**config.mk**
```make
export PLATFORM = sky130hd
export DESIGN_NAME = axi_nto1_arbiter
export DESIGN_NICKNAME = d
export VERILOG_FILES = /design/src/rtl/axi_arb_pkg.sv /design/src/rtl/axi_arb_rr.sv /design/src/rtl/axi_nto1_arbiter.sv
export SDC_FILE = /design/constraint.sdc
export NUM_CORES = 1
export LEC_CHECK = 0
export BUFFER_PORTS_ARGS = -buffer_cell sky130_fd_sc_hd__buf_2
export CORE_AREA = 2 2 283 285
export CTS_BUF_LIST = sky130_fd_sc_hd__clkbuf_2
export CTS_CLUSTER_DIAMETER = 80
export CTS_CLUSTER_SIZE = 30
export DETAILED_ROUTE_END_ITERATION = 10
export DIE_AREA = 0 0 285 287
export SKIP_CTS_REPAIR_TIMING = 1
export SLEW_MARGIN = 40
export SYNTH_ARGS = -nofsm -noshare
export SYNTH_HDL_FRONTEND = slang
export SYNTH_SLANG_ARGS = --single-unit
```
**constraint.sdc**
```tcl
create_clock -name aclk -period 4.3 [get_ports aclk]
set_clock_uncertainty 0.05 [all_clocks]
set_input_delay 0.215 -clock aclk [delete_from_list [all_inputs] [get_ports aclk]]
set_output_delay 0.215 -clock aclk [all_outputs]
set_load 0.1 [all_outputs]
```
**src/rtl/axi_arb_pkg.sv**
```systemverilog
`default_nettype none
// +------------------------------------------------------------------------+
// | axi_arb_pkg                                                            |
// | Channel widths, field offsets and payload structs for the N:1 AXI mux. |
// | Revision: 1.0                                                          |
// +------------------------------------------------------------------------+
package axi_arb_pkg;

  localparam int AR_W = 50;
  localparam int AW_W = 50;
  localparam int W_W  = 37;
  localparam int R_W  = 35;

  localparam int AX_PROT_LSB  = 0;
  localparam int AX_CACHE_LSB = 3;
  localparam int AX_LOCK_LSB  = 7;
  localparam int AX_BURST_LSB = 9;
  localparam int AX_SIZE_LSB  = 11;
  localparam int AX_LEN_LSB   = 14;
  localparam int AX_ADDR_LSB  = 18;

  localparam int W_LAST_LSB = 0;
  localparam int W_STRB_LSB = 1;
  localparam int W_DATA_LSB = 5;

  localparam int R_LAST_LSB = 0;
  localparam int R_RESP_LSB = 1;
  localparam int R_DATA_LSB = 3;

  typedef struct packed {
    logic [31:0] addr;
    logic [3:0]  len;
    logic [2:0]  size;
    logic [1:0]  burst;
    logic [1:0]  lock;
    logic [3:0]  cache;
    logic [2:0]  prot;
  } ax_t;

  typedef struct packed {
    logic [31:0] data;
    logic [3:0]  strb;
    logic        last;
  } w_t;

  typedef struct packed {
    logic [31:0] data;
    logic [1:0]  resp;
    logic        last;
  } r_t;

  function automatic int clog2(input int v);
    int r;
    r = 0;
    for (int i = 0; i < 31; i++) begin
      if ((1 << i) < v) r = i + 1;
    end
    return r;
  endfunction

endpackage
`default_nettype wire

```
**src/rtl/axi_arb_rr.sv**
```systemverilog
`default_nettype none
// +------------------------------------------------------------------------+
// | axi_arb_rr                                                             |
// | Round-robin arbiter with hold input and optional master-0 priority.    |
// | Revision: 1.0                                                          |
// +------------------------------------------------------------------------+
module axi_arb_rr #(
  parameter int N       = 3,
  parameter int IW      = 2,
  parameter bit PRIO_EN = 1'b0
) (
  input  logic          aclk,
  input  logic          aresetn,
  input  logic [N-1:0]  req,
  input  logic          hold,
  output logic [N-1:0]  grant,
  output logic [IW-1:0] grant_idx,
  output logic          grant_valid
);

  localparam logic [IW:0] N_L = (IW+1)'(N);

  logic [IW-1:0] r_ptr;
  logic [IW:0]   w_j;
  logic          w_found;
  logic [IW-1:0] w_idx;

  // Search starts at the pointer and wraps; first requester found wins.
  always_comb begin
    w_found = 1'b0;
    w_idx   = '0;
    w_j     = '0;
    for (int k = 0; k < N; k++) begin
      w_j = {1'b0, r_ptr} + (IW+1)'(k);
      if (w_j >= N_L) w_j = w_j - N_L;
      if (!w_found && req[w_j[IW-1:0]]) begin
        w_found = 1'b1;
        w_idx   = w_j[IW-1:0];
      end
    end
    if (PRIO_EN && req[0]) begin
      w_found = 1'b1;
      w_idx   = '0;
    end
  end

  assign grant_valid = w_found && !hold;
  assign grant_idx   = w_idx;

  always_comb begin
    grant = '0;
    if (grant_valid) grant[w_idx] = 1'b1;
  end

  always_ff @(posedge aclk or negedge aresetn) begin
    if (!aresetn) begin
      r_ptr <= '0;
    end else if (grant_valid) begin
      r_ptr <= (w_idx == IW'(N - 1)) ? '0 : w_idx + 1'b1;
    end
  end

endmodule
`default_nettype wire

```
**src/rtl/axi_nto1_arbiter.sv**
```systemverilog
`default_nettype none
// +------------------------------------------------------------------------+
// | axi_nto1_arbiter                                                       |
// | N-to-1 AXI3 master mux: RR AR/AW arbitration, ID extension, W steering.|
// | Build option: AXI_ARB_PRIO_EN gives master 0 strict AR/AW priority.    |
// | Revision: 1.0                                                          |
// +------------------------------------------------------------------------+
module axi_nto1_arbiter
  import axi_arb_pkg::*;
#(
  parameter int N_MASTERS = 3,
  parameter int ID_W      = 4,
  parameter int WQ_DEPTH  = 4,
  localparam int IDX_W    = (clog2(N_MASTERS) < 1) ? 1 : clog2(N_MASTERS),
  localparam int MID_W    = ID_W + IDX_W
) (
  input  logic                        aclk,
  input  logic                        aresetn,
  input  logic [N_MASTERS-1:0]        s_arvalid,
  output logic [N_MASTERS-1:0]        s_arready,
  input  logic [N_MASTERS*ID_W-1:0]   s_arid,
  input  logic [N_MASTERS*AR_W-1:0]   s_ar,
  input  logic [N_MASTERS-1:0]        s_awvalid,
  output logic [N_MASTERS-1:0]        s_awready,
  input  logic [N_MASTERS*ID_W-1:0]   s_awid,
  input  logic [N_MASTERS*AW_W-1:0]   s_aw,
  input  logic [N_MASTERS-1:0]        s_wvalid,
  output logic [N_MASTERS-1:0]        s_wready,
  input  logic [N_MASTERS*ID_W-1:0]   s_wid,
  input  logic [N_MASTERS*W_W-1:0]    s_w,
  output logic [N_MASTERS-1:0]        s_rvalid,
  input  logic [N_MASTERS-1:0]        s_rready,
  output logic [ID_W-1:0]             s_rid,
  output logic [R_W-1:0]              s_r,
  output logic [N_MASTERS-1:0]        s_bvalid,
  input  logic [N_MASTERS-1:0]        s_bready,
  output logic [ID_W-1:0]             s_bid,
  output logic [1:0]                  s_bresp,
  output logic                        m_arvalid,
  input  logic                        m_arready,
  output logic [MID_W-1:0]            m_arid,
  output logic [31:0]                 m_araddr,
  output logic [3:0]                  m_arlen,
  output logic [2:0]                  m_arsize,
  output logic [1:0]                  m_arburst,
  output logic [1:0]                  m_arlock,
  output logic [3:0]                  m_arcache,
  output logic [2:0]                  m_arprot,
  output logic                        m_awvalid,
  input  logic                        m_awready,
  output logic [MID_W-1:0]            m_awid,
  output logic [31:0]                 m_awaddr,
  output logic [3:0]                  m_awlen,
  output logic [2:0]                  m_awsize,
  output logic [1:0]                  m_awburst,
  output logic [1:0]                  m_awlock,
  output logic [3:0]                  m_awcache,
  output logic [2:0]                  m_awprot,
  output logic                        m_wvalid,
  input  logic                        m_wready,
  output logic [MID_W-1:0]            m_wid,
  output logic [31:0]                 m_wdata,
  output logic [3:0]                  m_wstrb,
  output logic                        m_wlast,
  input  logic                        m_rvalid,
  output logic                        m_rready,
  input  logic [MID_W-1:0]            m_rid,
  input  logic [31:0]                 m_rdata,
  input  logic [1:0]                  m_rresp,
  input  logic                        m_rlast,
  input  logic                        m_bvalid,
  output logic                        m_bready,
  input  logic [MID_W-1:0]            m_bid,
  input  logic [1:0]                  m_bresp
);

`ifdef AXI_ARB_PRIO_EN
  localparam bit PRIO_EN = 1'b1;
`else
  localparam bit PRIO_EN = 1'b0;
`endif

  localparam int PTR_W = clog2(WQ_DEPTH);

  ax_t             w_ar_a   [N_MASTERS];
  ax_t             w_aw_a   [N_MASTERS];
  w_t              w_w_a    [N_MASTERS];
  logic [ID_W-1:0] w_arid_a [N_MASTERS];
  logic [ID_W-1:0] w_awid_a [N_MASTERS];
  logic [ID_W-1:0] w_wid_a  [N_MASTERS];

  for (genvar i = 0; i < N_MASTERS; i++) begin : g_unpack
    assign w_ar_a[i]   = s_ar[i*AR_W +: AR_W];
    assign w_aw_a[i]   = s_aw[i*AW_W +: AW_W];
    assign w_w_a[i]    = s_w[i*W_W +: W_W];
    assign w_arid_a[i] = s_arid[i*ID_W +: ID_W];
    assign w_awid_a[i] = s_awid[i*ID_W +: ID_W];
    assign w_wid_a[i]  = s_wid[i*ID_W +: ID_W];
  end

  // ---------------- AR ----------------
  logic             r_ar_valid;
  logic [MID_W-1:0] r_ar_id;
  ax_t              r_ar;
  logic             w_ar_hold;
  logic             w_ar_gv;
  logic [IDX_W-1:0] w_ar_idx;

  assign w_ar_hold = r_ar_valid && !m_arready;

  axi_arb_rr #(.N(N_MASTERS), .IW(IDX_W), .PRIO_EN(PRIO_EN)) u_ar_arb (
    .aclk        (aclk),
    .aresetn     (aresetn),
    .req         (s_arvalid),
    .hold        (w_ar_hold),
    .grant       (s_arready),
    .grant_idx   (w_ar_idx),
    .grant_valid (w_ar_gv)
  );

  always_ff @(posedge aclk or negedge aresetn) begin
    if (!aresetn) begin
      r_ar_valid <= 1'b0;
      r_ar_id    <= '0;
      r_ar       <= '0;
    end else if (w_ar_gv) begin
      r_ar_valid <= 1'b1;
      r_ar_id    <= {w_ar_idx, w_arid_a[w_ar_idx]};
      r_ar       <= w_ar_a[w_ar_idx];
    end else if (m_arready) begin
      r_ar_valid <= 1'b0;
    end
  end

  assign m_arvalid = r_ar_valid;
  assign m_arid    = r_ar_id;
  assign m_araddr  = r_ar.addr;
  assign m_arlen   = r_ar.len;
  assign m_arsize  = r_ar.size;
  assign m_arburst = r_ar.burst;
  assign m_arlock  = r_ar.lock;
  assign m_arcache = r_ar.cache;
  assign m_arprot  = r_ar.prot;

  // ---------------- AW + steering queue ----------------
  logic             r_aw_valid;
  logic [MID_W-1:0] r_aw_id;
  ax_t              r_aw;
  logic             w_aw_hold;
  logic             w_aw_gv;
  logic [IDX_W-1:0] w_aw_idx;

  logic [IDX_W-1:0] r_wq [WQ_DEPTH];
  logic [PTR_W:0]   r_wq_wr;
  logic [PTR_W:0]   r_wq_rd;
  logic             w_wq_empty;
  logic             w_wq_full;
  logic             w_wq_pop;
  logic [IDX_W-1:0] w_head;

  assign w_wq_empty = (r_wq_wr == r_wq_rd);
  assign w_wq_full  = (r_wq_wr[PTR_W] != r_wq_rd[PTR_W]) &&
                      (r_wq_wr[PTR_W-1:0] == r_wq_rd[PTR_W-1:0]);

  // Full is judged before this cycle's pop so a push never races a pop.
  assign w_aw_hold = (r_aw_valid && !m_awready) || w_wq_full;

  axi_arb_rr #(.N(N_MASTERS), .IW(IDX_W), .PRIO_EN(PRIO_EN)) u_aw_arb (
    .aclk        (aclk),
    .aresetn     (aresetn),
    .req         (s_awvalid),
    .hold        (w_aw_hold),
    .grant       (s_awready),
    .grant_idx   (w_aw_idx),
    .grant_valid (w_aw_gv)
  );

  always_ff @(posedge aclk or negedge aresetn) begin
    if (!aresetn) begin
      r_aw_valid <= 1'b0;
      r_aw_id    <= '0;
      r_aw       <= '0;
    end else if (w_aw_gv) begin
      r_aw_valid <= 1'b1;
      r_aw_id    <= {w_aw_idx, w_awid_a[w_aw_idx]};
      r_aw       <= w_aw_a[w_aw_idx];
    end else if (m_awready) begin
      r_aw_valid <= 1'b0;
    end
  end

  assign m_awvalid = r_aw_valid;
  assign m_awid    = r_aw_id;
  assign m_awaddr  = r_aw.addr;
  assign m_awlen   = r_aw.len;
  assign m_awsize  = r_aw.size;
  assign m_awburst = r_aw.burst;
  assign m_awlock  = r_aw.lock;
  assign m_awcache = r_aw.cache;
  assign m_awprot  = r_aw.prot;

  always_ff @(posedge aclk or negedge aresetn) begin
    if (!aresetn) begin
      r_wq_wr <= '0;
      r_wq_rd <= '0;
      for (int i = 0; i < WQ_DEPTH; i++) r_wq[i] <= '0;
    end else begin
      if (w_aw_gv) begin
        r_wq[r_wq_wr[PTR_W-1:0]] <= w_aw_idx;
        r_wq_wr                  <= r_wq_wr + 1'b1;
      end
      if (w_wq_pop) r_wq_rd <= r_wq_rd + 1'b1;
    end
  end

  // ---------------- W steering ----------------
  assign w_head   = r_wq[r_wq_rd[PTR_W-1:0]];
  assign w_wq_pop = m_wvalid && m_wready && m_wlast;

  always_comb begin
    s_wready = '0;
    m_wvalid = 1'b0;
    m_wid    = '0;
    m_wdata  = '0;
    m_wstrb  = '0;
    m_wlast  = 1'b0;
    if (!w_wq_empty) begin
      m_wvalid         = s_wvalid[w_head];
      m_wid            = {w_head, w_wid_a[w_head]};
      m_wdata          = w_w_a[w_head].data;
      m_wstrb          = w_w_a[w_head].strb;
      m_wlast          = w_w_a[w_head].last;
      s_wready[w_head] = m_wready;
    end
  end

  // ---------------- R / B routing ----------------
  logic [IDX_W-1:0] w_r_sel;
  logic [IDX_W-1:0] w_b_sel;

  assign w_r_sel = m_rid[MID_W-1 -: IDX_W];
  assign w_b_sel = m_bid[MID_W-1 -: IDX_W];

  // Responses tagged with a nonexistent source are sunk so the bus never stalls.
  always_comb begin
    s_rvalid = '0;
    m_rready = 1'b1;
    if (int'(w_r_sel) < N_MASTERS) begin
      s_rvalid[w_r_sel] = m_rvalid;
      m_rready          = s_rready[w_r_sel];
    end
  end

  always_comb begin
    s_bvalid = '0;
    m_bready = 1'b1;
    if (int'(w_b_sel) < N_MASTERS) begin
      s_bvalid[w_b_sel] = m_bvalid;
      m_bready          = s_bready[w_b_sel];
    end
  end

  assign s_rid   = m_rid[ID_W-1:0];
  assign s_r     = {m_rdata, m_rresp, m_rlast};
  assign s_bid   = m_bid[ID_W-1:0];
  assign s_bresp = m_bresp;

endmodule
`default_nettype wire

```
Word level (Yosys, flattened, before mapping)
Index checks and enable logic that the tools add are counted.
Cells by class
  add/sub/neg operators: 14
  $mul: 0
  div/mod/pow operators: 0
  magnitude comparators: 30
  eq/ne operators: 5
  shifts and indexed selects: 0
  mux-type cells: 88
  bitwise logic cells: 8
  reduce and logical (&&, ||, !) cells: 28
Operator list (count)
  binary-select mux 50 bit (select 2 bit): 2
  2-to-1 mux 50 bit: 4
  binary-select mux 37 bit (select 2 bit): 1
  2-to-1 mux 37 bit: 2
  2-to-1 mux 2 bit: 17
  less-than comparator 2 x 3 -> 1 bit, second input constant: 11
  2-to-1 mux 32 bit: 1
  2-to-1 mux 1 bit: 28
  2-to-1 mux 4 bit: 7
  binary-select mux 4 bit (select 2 bit): 3
  binary-select mux 1 bit (select 2 bit): 9
  logical AND 1 bit: 17
  >= comparator 3 bit, second input constant: 5
  2-to-1 mux 3 bit: 5
  NOT 2 -> 3 bit: 5
  >= comparator 3 x 2 -> 1 bit, second input constant: 4
  subtractor 2 bit, second input constant: 6
  demux 1 bit (select 2 bit): 5
  >= comparator 2 x 1 -> 1 bit, second input constant: 5
  AND 3 bit: 3
  bitwise mux 8 bit: 1
  logical NOT 1 bit: 8
  adder 2 x 1 -> 3 bit, second input constant: 2
  adder 2 x 2 -> 3 bit, second input constant: 2
  other kinds (14): 20
Word-level totals
  flip-flop bits (word level): 132
  bits in latches: 0
  memory bits (writable): 0
  bits in read-only memories: 0
  bits of input ports: 518
  output and inout bits: 220
  word-level logic and storage cells: 199
  memories: 0

Depth between registers and ports, before layout
Gate-level depths: netlist (run 1).
  depth after elaboration: 16
  gate-level depth with buffers: 11
  depth with buffers taken out: 8

By module
A second synthesis (run 1) with hierarchy kept.
Second synthesis, totals
  cells, all modules: 1109
  area total of the unflattened synthesis: 9049.9 µm²
By module, submodules not included
  axi_nto1_arbiter: instances 1, cells each 1035, area each 8421.8 µm², seq. area each 3203.1 µm²
  axi_arb_rr: instances 2, cells each 37, area each 314.1 µm², seq. area each 50.0 µm²

Least setup slack after synthesis (run 1)
OpenSTA, ideal clock, no wires.
  path type: register to output
  start: register u_ar_arb.r_ptr[0]
  end: output port s_arready[2]
  arrival: 3.946 ns
  data required time: 4.035 ns
  setup slack: 0.089 ns
  stages on the path, launching flop included: 11
  buffers on the path: 4
  path through: dfrtp_1 -> inv_1 -> ha_1 -> buf_4 -> nor2b_1 -> nand2_1 -> a41o_1 -> buf_6 -> buf_2 -> buf_2 -> nor3_1
On the way
  word-level cells in the longest chain between the ends: 16
  elaborated cells between the ends (all ways): 34
  those cells by class: add/sub: 5; order compare: 5; mux: 18; reduce/logical: 6
RTL lines
  from (decl): RTL line axi_arb_rr.sv:23  | logic [IW-1:0] r_ptr;
  from (signal assigned): RTL line axi_arb_rr.sv:59  | r_ptr <= (w_idx == IW'(N - 1)) ? '0 : w_idx + 1'b1;
  branches (longest 15 deep; another with adder 2 x 1 -> 3 bit)
  2-to-1 mux 3 bit (*): RTL line axi_arb_rr.sv:52  | if (grant_valid) grant[w_idx] = 1'b1;
  to (decl): RTL line axi_nto1_arbiter.sv:20  | output logic [N_MASTERS-1:0] s_arready,
Mark *: on every way between the ends. The select of a mux whose other input is x is not followed.

Worst setup path after layout (run 1)
  start: register u_aw_arb.r_ptr[0]
  end: register r_aw, in the netlist m_awlock[1]
On the way
  word-level cells in the longest chain between the ends: 15
  elaborated cells between the ends (all ways): 32
  those cells by class: add/sub: 5; order compare: 3; mux: 18; bitwise: 1; reduce/logical: 5
RTL lines
  from (decl): RTL line axi_arb_rr.sv:23
  from (signal assigned): RTL line axi_arb_rr.sv:59
  branches (longest 15 deep; another with adder 2 x 1 -> 3 bit)
  to (signal assigned): RTL line axi_nto1_arbiter.sv:186  | r_aw <= w_aw_a[w_aw_idx];
  to (decl): RTL line axi_nto1_arbiter.sv:148  | ax_t r_aw;
Parallel ways; which one is timed is not known. The select of a mux whose other input is x is not followed.
A chain may end at the register's enable or synchronous reset.

==> reports/qor.yml, run 1 <==
cts:
  clkSinkCount: 132
  clockBufferDepth: 2
  clkLatencyLatePin_ps: 960
  path_clk_slew_ps: 330
  cts_buffers: 17
  root_buffer: "clkbuf_2"
  cts_tree: "built"
  cts_htree_levels: 4
sta:
  setup_violations: 0
  min_period_ps: 4300
  worst_slew_pin_slew_ps: 928
  max_slew_margin_pct: 37.9
  finalCritPeriodShare_pct: 100
  fmax_mhz: 233
  rsz0062_at_grt: "true"
  report.final.slew_viol_count: 0
  hold_viol_final: 0
  finalSetupTns_ps: 0
place:
  dpl.hpwl_um: 45100
  place_congestion: 0.890
  io_buffer_count: 647
global_routing:
  use_met2_pct: 22.9
  grt_overflow: 0
  use_met3_pct: 4.63
  grt_most_used_layer: "met2"
  grt_pass1_wl_um: 76200
  antenna_found_initial: 27
  grt_pass1_vias: 10700
  grt.total_usage_pct: 13.0
  met1_usage_pct: 13.2
  grt_max_degree: 70
synth:
  yosys-top-cells-area: "dfrtp_1 35%, mux2i_1 11%, o221ai_1 5.1%"
  ys_seq_area_share_pct: 35.0
  synth-compound-area-share_pct: 22.5
  yosys.area_share.simple_pct: 15.3
  synth_top_area_cell: "dfrtp_1"
  synth-seq-cells: 132
  synth_commonest_cells: "132 x dfrtp_1, 105 x mux2i_1, 94 x nor2_1"
  synthAdderAreaFrac_pct: 1.72
  synth_top_area_share_pct: 35.0
  synth_cell_types: 56
  yosysWarnings: 0
  synth_enable_flop_cells: 0
  syn_area_sq_um: 9440
  synth.most_common_cell: "dfrtp_1"
  synth_xor_xnor_area_share_pct: 0.649
  synth_ff_type: "dfrtp_1"
  synth_top_family_by_area: "compound AO/OA/AOI/OAI gates"
  ys_async_sr_fraction_pct: 100
  syn_inst: 1068
  syn_nets: 1599
  synthMuxAreaShare_pct: 12.8
  syn_avg_cell_area_sq_um: 8.84
worst_setup_path:
  start_kind: "flop"
  reg2reg_depth: 11
  worstPathCellList: "inv_1 -> ha_1 -> nand3b_1 -> nor3_1 -> a21oi_1 -> o21ai_4 -> buf_12 -> mux2i_1 -> dlygate4sd3_1 -> o221ai_1 -> dlygate4sd3_1"
  cp.depth: 11
  crit_path_end_kind: "flop"
  critical_path_class: "reg2reg"
  crit_top_cell: "dlygate4sd3_1"
  cp_num_buf_inv: 4
  crit_path_max_fanout: 24
  crit_family: "buffers and inverters"
  cp_data_required_time_ps: 5080
  max_stage_delay_ps: 740
  slowest_stage: "o21ai_4"
  critPathArrivalTime_ps: 5070
drt:
  dr.pass1.iters: 6
  via_per_inst: 4.29
  drc: 0
  wirelength_um: 66000
  vias: 13800
  wl_per_cell_um: 20.5
  first_iter_violations: 737
  ant_nets: 0
worst_hold_path:
  hold_path_class: "in2reg"
  min_path_cells: 4
floorplan:
  fp.dieH_um: 287
  dieArea_sq_um: 81800
  core.rowCount: 103
  core_area_sq_um: 78600
  io_pins: 738
  start_util_pct: 12.0
  die_w_um: 285
final_layout:
  drive_above_1_share_pct: 34.5
  syn_to_final_growth_pct: 103
  fin_util_pct: 24.4
  nets: 2675
outcome:
  outcome: "finished clean"
run:
  maxCapViolations: 0
[tightest hold or removal path, delay by kind of cell]
family,cells,cell delay [ps]
AOI/OAI and AO/OA,2,180
buffers and inverters,2,660
[metrics by stage]
stage | hold WS (ps) | instance area (sq um) | setup WS (ps) | std cells
4_1_cts | -1060 | 13800 | -434 | 2679
2_1_floorplan | -131 | 9440 | 89.3 | 1068
5_1_grt | -6.18 | 19100 | -166 | 3214
3_3_place_gp | 216 | 13500 | 796 | 2646
3_5_place_dp | 215 | 13500 | 794 | 2648
6_report | 131 | 19100 | 1.22 | 3215
[sequential cells by signal (all words and copies together), names as in the netlist, 3 cells and up]
register   cells
r_wq_rd        3
m_arprot       3
m_arid         6
r_wq_wr        3
m_arsize       3
m_arcache      4
m_araddr      32
m_awcache      4
m_awid         6
m_awlen        4
m_awprot       3
m_arlen        4
r_wq           8
m_awsize       3
m_awaddr      32
[cell usage in the layout (no fill, tap or decap), drive strengths merged, types with 5 or more instances in the layout]
cell and n:
a21oi 50, a31oi 56, a32oi 51, and3 5, and4 50, buf 676
clkbuf 20, clkinv 5, dfrtp 132, diode 9, dlygate4sd3 520, ha 13
inv 68, mux2 8, mux2i 106, nand2 80, nand3 7, nand3b 7
nor2 95, nor2b 13, o21ai 79, o221ai 55, xnor2 5
[cell families (layout without fill, tap and decap cells)]
group	count (synthesis)	count (layout)
other	0	9
and+or+nand+nor	277	278
xor gates and xnor gates	7	7
DFF	132	132
AOI/OAI and AO/OA	312	312
adders and majority gates	13	13
muxes	116	117
buffers and inverters	211	1297
[path summary, 6_finish.rpt]
| check | start | to | slack (ps) |
|---|---|---|---|
| worst max-delay path | u_aw_arb.r_ptr[0] | m_awlock[1] | 1 |
| worst min-delay path | s_ar[99] | m_araddr[31] | 130 |
| worst max register to register | u_aw_arb.r_ptr[0] | m_awlock[1] | 1 |
| worst min register to register | r_wq_wr[2] | r_wq_wr[2] | 460 |
| max in group asynchronous | aresetn | m_awaddr[25] | 3340 |
| min in group asynchronous | aresetn | m_arcache[3] | 300 |
[routing by layer]
layer	share of wire, %	vias up
met2	50	980
met1	34	6504
met3	9.4	224
li1	-	6068
met4	6.8	2
met5	0.024	-
[area by class of cell]
type                       instances  area (sq um)
clock buffer                      17          85.1
fill                            8350         59500
sequential                       132          3300
antenna                            9          22.5
clock inverter                    14           186
inverter                          67           251
multi-input combinational        727          5140
tap                             1050          1310
timing repair buffer            1199          8840
Power of run 1 is left out: the tool's default activity adds up to more than one toggle a clock period on the data nets, which glitch-free logic cannot reach.
==> inputs of run 2 (changes only) <==
--- a/config.mk
+++ b/config.mk
@@ -6,12 +6,12 @@
 export NUM_CORES = 1
 export LEC_CHECK = 0
 export BUFFER_PORTS_ARGS = -buffer_cell sky130_fd_sc_hd__buf_2
-export CORE_AREA = 2 2 283 285
+export CORE_AREA = 2 2 284 286
 export CTS_BUF_LIST = sky130_fd_sc_hd__clkbuf_2
 export CTS_CLUSTER_DIAMETER = 80
 export CTS_CLUSTER_SIZE = 30
 export DETAILED_ROUTE_END_ITERATION = 10
-export DIE_AREA = 0 0 285 287
+export DIE_AREA = 0 0 286 288
 export SKIP_CTS_REPAIR_TIMING = 1
 export SLEW_MARGIN = 40
 export SYNTH_ARGS = -nofsm -noshare
==> reports/qor.yml, run 2 (synthesized netlist as in run 1, its figures left out) <==
cts:
  clkLatencyLatePin_ps: 990
  path_clk_slew_ps: 260
  cts_buffers: 17
  cts_htree_levels: 4
  root_buffer: "clkbuf_2"
  clkSinkCount: 132
  cts_tree: "built"
  clockBufferDepth: 2
drt:
  ant_nets: 0
  via_per_inst: 4.30
  vias: 13900
  wirelength_um: 72700
  dr.pass1.iters: 5
  first_iter_violations: 730
  drc: 0
  wl_per_cell_um: 22.5
run:
  maxCapViolations: 0
global_routing:
  grt_max_degree: 96
  grt_most_used_layer: "met2"
  met1_usage_pct: 14.2
  use_met3_pct: 5.21
  antenna_found_initial: 41
  grt.total_usage_pct: 14.3
  grt_overflow: 0
  use_met2_pct: 25.5
  grt_pass1_vias: 10700
  grt_pass1_wl_um: 81600
place:
  io_buffer_count: 647
  placed_cell_area_sq_um: 13500
  placedCellCount: 2655
  dpl.hpwl_um: 49800
  place_congestion: 0.914
sta:
  report.final.slew_viol_count: 0
  finalCritPeriodShare_pct: 97.3
  max_slew_margin_pct: 45.5
  min_period_ps: 4180
  hold_ws_ps: 59.2
  worst_slew_pin_slew_ps: 814
  hold_viol_final: 0
  setup_violations: 0
  fmax_mhz: 239
final_layout:
  final_common_cell: "buf_2"
  nets: 2671
  final_cell_mix: "638 x buf_2, 516 x dlygate4sd3_1, 131 x dfrtp_1"
  fin_area_sq_um: 19100
  n_fill_cell: 8453
  drive_above_1_share_pct: 34.5
  fin_cells: 3232
  syn_to_final_growth_pct: 102
floorplan:
  io_pins: 738
  start_util_pct: 11.9
  core.rowCount: 104
  dieArea_sq_um: 82400
  core_area_sq_um: 79600
  fp.dieH_um: 288
  die_w_um: 286
worst_hold_path:
  min_path_cells: 6
  hold_path_class: "in2reg"
  hold_start: "s_awvalid[0]"
  worstHoldEndpoint: "u_aw_arb.r_ptr[0]"
worst_setup_path:
  crit_family: "buffers and inverters"
  critPathArrivalTime_ps: 5020
  start_kind: "flop"
  slowest_stage: "o21ai_4"
  crit_path_max_fanout: 44
  r2r-end: "m_awprot[0]"
  cp_num_buf_inv: 4
  r2r_slack_ps: 120
  cp_data_required_time_ps: 5130
  critical_path_class: "reg2reg"
  rr_startpoint: "u_aw_arb.r_ptr[1]"
  worstPathCellList: "inv_1 -> ha_1 -> mux2i_1 -> o22ai_2 -> o21ai_4 -> buf_12 -> mux2i_1 -> dlygate4sd3_1 -> o221ai_1 -> dlygate4sd3_1"
  reg2reg_depth: 10
  max_stage_delay_ps: 600
  crit_path_end_kind: "flop"
outcome:
  outcome: "finished clean"
[run 2: cell types whose count changed in the layout (fill, tap and decap cells not counted), moves of 3 or more]
cell	delta
diode_2	+10
dlygate4sd3_1	-4
a21oi_2	-3
buf_4	+5
a21oi_1	+3
[run 2: per-layer routing]
metal	wire [um]	part of all wire (%)	vias to the layer above
met1	24400	34	6541
met5	52	0.071	-
met4	5150	7.1	8
met2	36400	50	1028
met3	6690	9.2	243
li1	-	-	6079
[run 2: area by class of cell]
cell class | count | area, sq um | area share [%]
sequential | 132 | 3300 | 17.3
clock inverter | 14 | 154 | 0.807
antenna | 19 | 47.5 | 0.249
inverter | 67 | 251 | 1.32
timing repair buffer | 1196 | 8780 | 46.0
multi-input combinational | 726 | 5120 | 26.9
clock buffer | 18 | 90.1 | 0.472
tap | 1060 | 1330 | 6.95
[run 2: stage by stage]
step	utilization (%)	TNS, ps	worst slack [ps]
2_1_floorplan	-	0	89.3
3_3_place_gp	16.9	0	925
6_report	24.0	0	117
3_5_place_dp	16.9	0	898
4_1_cts	17.2	-2910	-332
5_1_grt	24.0	-946	-115
[run 2: worst register-to-register path, cell delays in order, from the launching register on]
cell and delay, ps:
dfrtp_1 450, inv_1 100, ha_1 300, mux2i_1 360
o22ai_2 210, o21ai_4 600, buf_12 370, mux2i_1 370
dlygate4sd3_1 600, o221ai_1 120, dlygate4sd3_1 600
[run 2: worst max path at each step]
stage,from,endpoint,slack [ps],cells past startpoint
global route,u_ar_arb.r_ptr[0],s_arready[2],-120,8
finish,u_aw_arb.r_ptr[1],m_awprot[0],120,10
floorplan,u_ar_arb.r_ptr[0],s_arready[2],90,10
detailed placement,r_wq_rd[0],m_wstrb[2],900,7
CTS,r_wq_rd[0],m_wstrb[2],-330,7
global placement,r_wq_rd[0],m_wstrb[2],920,7
Power of run 2 is left out for the same reason.
